--- src/rtl/proc_control_unit.sv ---
//------------------------------------------------------------------------------
// proc_control_unit : T0-T3 instruction sequencer for the 16-bit datapath
// Rev 1.0
//------------------------------------------------------------------------------
`default_nettype none

module proc_control_unit (
   input  logic       clk,
   input  logic       reset,
   input  logic       run,
   input  logic [8:0] instr,
   output logic [7:0] r_in,
   output logic [7:0] r_out,
   output logic       a_in,
   output logic       g_in,
   output logic       g_out,
   output logic       din_out,
   output logic       add_sub,
   output logic       done,
   output logic       busy,
   output logic       illegal,
   output logic [8:0] ir_q
);

   localparam logic [1:0] c_IDLE = 2'd0;
   localparam logic [1:0] c_T1   = 2'd1;
   localparam logic [1:0] c_T2   = 2'd2;
   localparam logic [1:0] c_T3   = 2'd3;

   localparam logic [2:0] c_OP_MV  = 3'b000;
   localparam logic [2:0] c_OP_MVI = 3'b001;
   localparam logic [2:0] c_OP_ADD = 3'b010;
   localparam logic [2:0] c_OP_SUB = 3'b011;

   logic [1:0] r_state;
   logic [1:0] w_next_state;
   logic [2:0] w_op;
   logic [2:0] w_rx;
   logic [2:0] w_ry;
   logic [7:0] w_rx_dec;
   logic [7:0] w_ry_dec;

   assign w_op     = ir_q[8:6];
   assign w_rx     = ir_q[5:3];
   assign w_ry     = ir_q[2:0];
   assign w_rx_dec = 8'd1 << w_rx;
   assign w_ry_dec = 8'd1 << w_ry;

   // IR only loads in IDLE, so instr changes while busy are invisible.
   always_ff @(posedge clk or posedge reset) begin
      if (reset) begin
         r_state <= c_IDLE;
         ir_q    <= 9'd0;
      end else begin
         r_state <= w_next_state;
         if (r_state == c_IDLE && run) begin
            ir_q <= instr;
         end
      end
   end

   always_comb begin
      w_next_state = c_IDLE;
      case (r_state)
         c_IDLE:  w_next_state = run ? c_T1 : c_IDLE;
         c_T1:    w_next_state = (w_op == c_OP_ADD || w_op == c_OP_SUB) ? c_T2 : c_IDLE;
         c_T2:    w_next_state = c_T3;
         c_T3:    w_next_state = c_IDLE;
         default: w_next_state = c_IDLE;
      endcase
   end

   always_comb begin
      r_in    = 8'd0;
      r_out   = 8'd0;
      a_in    = 1'b0;
      g_in    = 1'b0;
      g_out   = 1'b0;
      din_out = 1'b0;
      add_sub = 1'b0;
      done    = 1'b0;
      illegal = 1'b0;
      busy    = (r_state != c_IDLE);
      case (r_state)
         c_T1: begin
            case (w_op)
               c_OP_MV: begin
                  r_out = w_ry_dec;
                  r_in  = w_rx_dec;
                  done  = 1'b1;
               end
               c_OP_MVI: begin
                  din_out = 1'b1;
                  r_in    = w_rx_dec;
                  done    = 1'b1;
               end
               c_OP_ADD, c_OP_SUB: begin
                  r_out = w_rx_dec;
                  a_in  = 1'b1;
               end
               default: begin
                  done    = 1'b1;
                  illegal = 1'b1;
               end
            endcase
         end
         // T2/T3 are reachable only from add or sub.
         c_T2: begin
            r_out   = w_ry_dec;
            g_in    = 1'b1;
            add_sub = (w_op == c_OP_SUB);
         end
         c_T3: begin
            g_out = 1'b1;
            r_in  = w_rx_dec;
            done  = 1'b1;
         end
         default: ;
      endcase
   end

endmodule

`default_nettype wire

--- config.mk ---
export PLATFORM = sky130hd
export DESIGN_NAME = proc_control_unit
export DESIGN_NICKNAME = d
export VERILOG_FILES = /design/src/rtl/proc_control_unit.sv
export SDC_FILE = /design/constraint.sdc
export NUM_CORES = 1
export LEC_CHECK = 0
export ABC_CLOCK_PERIOD_IN_PS = 1950
export CAP_MARGIN = 10
export CORE_UTILIZATION = 36
export CTS_CLUSTER_SIZE = 20
export DETAILED_ROUTE_END_ITERATION = 6
export GPL_ROUTABILITY_DRIVEN = 0
export PLACE_DENSITY = 0.78
export SLEW_MARGIN = 10
export SYNTH_ARGS = -nofsm -noshare
export SYNTH_HDL_FRONTEND = slang
export SYNTH_SLANG_ARGS = --single-unit
--- constraint.sdc ---
create_clock -name clk -period 1.95 [get_ports clk]
set_clock_uncertainty 0.15 [all_clocks]
set_input_delay 0.195 -clock clk [delete_from_list [all_inputs] [get_ports clk]]
set_output_delay 0.195 -clock clk [all_outputs]
set_load 0.01 [all_outputs]
Word level (Yosys, flattened, before mapping)

Index checks and enable logic that the tools add are counted.

Shifts and indexed selects: 2
Equality and inequality tests: 6
Muxes and demuxes: 18
Reduce and logical (&&, ||, !) cells: 8

Operators by type and width:

| operator                                        | count |
|---|---|
| case mux 8 bit (2 select lines)                 | 3 |
| left shift 1 x 3 -> 8 bit, first input constant | 2 |
| 2-to-1 mux 1 bit                                | 11 |
| 2-to-1 mux 8 bit                                | 1 |
| case mux 2 bit (4 select lines)                 | 1 |
| == test 3 x 2 -> 1 bit, second input constant   | 2 |
| == test 2 bit, second input constant            | 2 |
| OR reduction 2 bit                              | 2 |
| OR reduction 4 bit                              | 1 |
| == test 3 x 1 -> 1 bit, second input constant   | 1 |
| zero test 3 bit                                 | 1 |
| == test 2 x 1 -> 1 bit, second input constant   | 1 |
| zero test 2 bit                                 | 1 |
| 2-to-1 mux 2 bit                                | 1 |
| case mux 1 bit (2 select lines)                 | 1 |
| nonzero test 2 bit                              | 1 |
| logical AND 1 bit                               | 1 |
| logical OR 1 bit                                | 1 |

Flip-flop bits (word level): 11
Word-level logic and storage cells: 36
Input port bits: 12
Output and inout bits: 33

Depth between registers and ports, before layout

Word-level depth: 4
Mapped depth: 5

Worst setup path before layout

Ideal clock, no wire load.

Path type: register to output
Start point: register r_state[0]
End point: output port r_out[0]
Required time: 1.605 ns
Data arrival time: 1.542 ns
Path slack: 0.063 ns
Stages on the path, launching flop included: 5
Path through: dfrtp_1 > inv_1 > ha_1 > or3b_1 > o32ai_1

Word-level cells in the longest chain between the ends: 2
Elaborated cells between the ends (all ways): 3

Ends and longest elaborated chain:

| element                                                        | line | RTL |
|---|---|---|
| start, declared                                                | 35   | `logic [1:0] r_state;` |
| start signal, assigned                                         | 52   | `r_state <= c_IDLE;` |
| start signal, assigned                                         | 55   | `r_state <= w_next_state;` |
| == test 2 bit / == test 2 x 1 -> 1 bit (equally long branches) | 84   | `case (r_state)` |
| case mux 8 bit (2 select lines) (*)                            | 84   |  |
| end, declared                                                  | 13   | `output logic [7:0] r_out,` |

Every way passes the cells marked *; elsewhere a longest branch is shown, timed or not.

Worst setup path after layout

Start point: register r_state[0]
End point: output port r_out[1]

Same word-level chain as after synthesis.

==> metrics.txt <==
Gate power share=72.2%; Synth Instances=72; Design Area, Final=1510 um^2; Seq pwr share=21.6%; pre-CTS setup slack=-332 ps; minimum clock period=roughly 2200 ps; Clock Power Share=under 10%; Die Y=47.3 um; endpoint class of the critical path=output pin; Placement Rows=16; PD cells=1590 nW/um^2; peak fanout along the critical path=4; vias in the first global route=875; WHS=75.9 ps; Worst-path clk slew=~70 ps; Switching Share=around 43%; CTS Root Cell=clkbuf_4; All-Layer GR Usage=26.5%; Yosys cell types=24; FMAX=454 MHz; cells along the critical path=buf_6, ha_4, nor4b_4, buf_4, nor2_4, o32ai_2, buf_2; mapped cell area=approximately 740 um^2; PnR worst setup slack=-251 ps; Starting Density=38.1%; ANT cells=0; cts bufs inserted=3; DR vias/cell=roughly 5.3; nets@finish=163; Synthesis Warnings=0; Worst Path Buf+Inv=3; via count=907; net load switching power=1.03 mW; DIE WIDTH=47.3 um; status=complete, but fails checks; syn_nets=89; flops & latches, synth=11; boundary pin count=45; CP Data Required Time=1600 ps; CTS tree=yes; CTS Buffer Depth=2; initial antenna violation count=0; number of clock sinks=11; port bufs=44; Crit-path slowest cell=dfrtp_1; dpl cell area=around 1300 um^2; largest net degree at the start of global routing=12; Pre-Repair DR Iteration Count=4; Final Routed Wirelength=~3000 um; max-cap check violation count=0; final core occ=77.7%; Leak Pwr=between 0.6 and 0.7 nW; Final Setup Violations=16; area grow syn2layout=104%; Internal Pwr Total=around 1.4 mW; RSZ-0062 raised after global routing=true; CTS HTree Levels=1; failing checks=setup timing; peak supply drop=1150 uV; sequential area share after synthesis=37.2%; hpwl dp=roughly 1800 um; DRT iter0 DRCs=13; share of cells above drive strength 1=57.2%; Hold Crit Class=input pin to async pin; syn_area_per_cell=roughly 10 um^2; post-detailed-route count of antenna-violating nets=0; Startpoint Class=register; WL/cell=17.6 um; first-pass GRT wire length=4080 um; # DRC=0; CP arrival=1860 ps; core area=1940 um^2; crit share post-route=113%; slew of the pin with the lowest slew margin=420 ps; delay-heaviest family, CP=buffers and inverters; commonest cells after routing, fill and taps aside=21 x clkdlybuf4s50_1, 21 x buf_4, 16 x buf_2; Setup CP Type=register to output pin; Slew HR=72.0%; GR Overflow Total=0; die area=2240 um^2; Slew Viols, Final=0; Post-CTS Hold Fix Bufs=0; Final Hold Fails=0; CP max stage delay=420 ps; clock insertion delay at the later pin of the skew report=250 ps
## cells in the mapped netlist
cell type | count | area share, %
and2_1 | 1 | 0.85
and2_2 | 2 | 2.0
and2b_1 | 1 | 1.0
and3_1 | 1 | 0.85
dfrtp_1 | 11 | 37
ha_1 | 5 | 8.5
inv_1 | 5 | 2.5
mux2_2 | 10 | 15
nand2_1 | 2 | 1.0
nand3_1 | 2 | 1.4
nand3b_1 | 2 | 2.0
nand4_1 | 1 | 0.85
nand4b_1 | 1 | 1.2
nor2_1 | 8 | 4.1
nor2_2 | 1 | 0.85
nor3b_1 | 1 | 1.0
nor4b_4 | 1 | 3.2
o21ai_0 | 3 | 2.0
o21bai_1 | 2 | 2.0
o22ai_1 | 4 | 3.4
o32ai_1 | 4 | 4.7
or2_2 | 1 | 0.85
or2b_1 | 2 | 2.0
or3b_1 | 1 | 1.2
## cell families (layout without fill, tap and decap cells)
| group | Yosys count | after routing | share of synthesized area [%] |
|---|---|---|---|
| AND/OR/NAND/NOR | 28 | 28 | 24.4 |
| adder cells (fa/ha/maj) | 5 | 5 | 8.46 |
| flip-flops | 11 | 11 | 37.2 |
| AO/OA/AOI/OAI | 13 | 13 | 12.2 |
| buffers and inverters | 5 | 78 | 2.54 |
| multiplexers | 10 | 10 | 15.2 |
## layer usage
layer / track usage [%] / share of wire, % / wire, um
met1: 33.1 / 41 / 1250
met2: 45.8 / 52 / 1580
met3: 2.69 / 5.3 / 162
met4: 12.0 / 1.2 / 37
met5: 0 / 0 / 0
## power groups by stage
stage	sequential (mW)	combinational, mW	clock [mW]
after global placement	0.469	1.31	0
after floorplan	0.526	0.547	0
final	0.517	1.73	0.147
after detailed placement	0.482	1.34	0
after CTS	0.498	1.56	0.155
after global routing	0.528	1.80	0.163
## flip-flops by register name, summed over array words and instances (netlist names), named ones only
signal   flops
r_state      1
ir_q         9
## layout make-up
type                    count  area, um^2
well taps                  27        33.8
inverters                   5        18.8
clock buffers               4        26.3
fillers                   126         433
multi-input cells          56         601
repair buffers             69         552
flip-flops and latches     11         278
## per-stage QoR
step | instances | power, mW | TNS [ps]
global placement | 158 | 1.78 | -3640
CTS | 169 | 2.21 | -1260
floorplan | 72 | 1.07 | 0
global route | 172 | 2.49 | -2980
detailed placement | 158 | 1.82 | -4370
finish | 172 | 2.39 | -2030
## final timing paths
kind / startpoint / to / slack [ps] / depth (start not counted)
max: r_state[0]$_DFF_PP0_ / r_out[1] / -250 / 7
min: reset / ir_q[0]$_DFFE_PP0P_ / 80 / 2
max reg2reg: r_state[0]$_DFF_PP0_ / ir_q[4]$_DFFE_PP0P_ / 360 / 4
min reg2reg: ir_q[3]$_DFFE_PP0P_ / ir_q[3]$_DFFE_PP0P_ / 480 / 1
max in group asynchronous: reset / ir_q[7]$_DFFE_PP0P_ / 1260 / 2
min in group clk: instr[1] / ir_q[1]$_DFFE_PP0P_ / 400 / 2
## what timing repair did
item                       4_1_cts  5_1_grt
setup buffers                    8        3
gates resized for setup         98       15
gates cloned                     0        0
pin swaps                        6        5
setup endpoints to repair       23       21
Note: power is estimated with default switching activity, not from simulation.
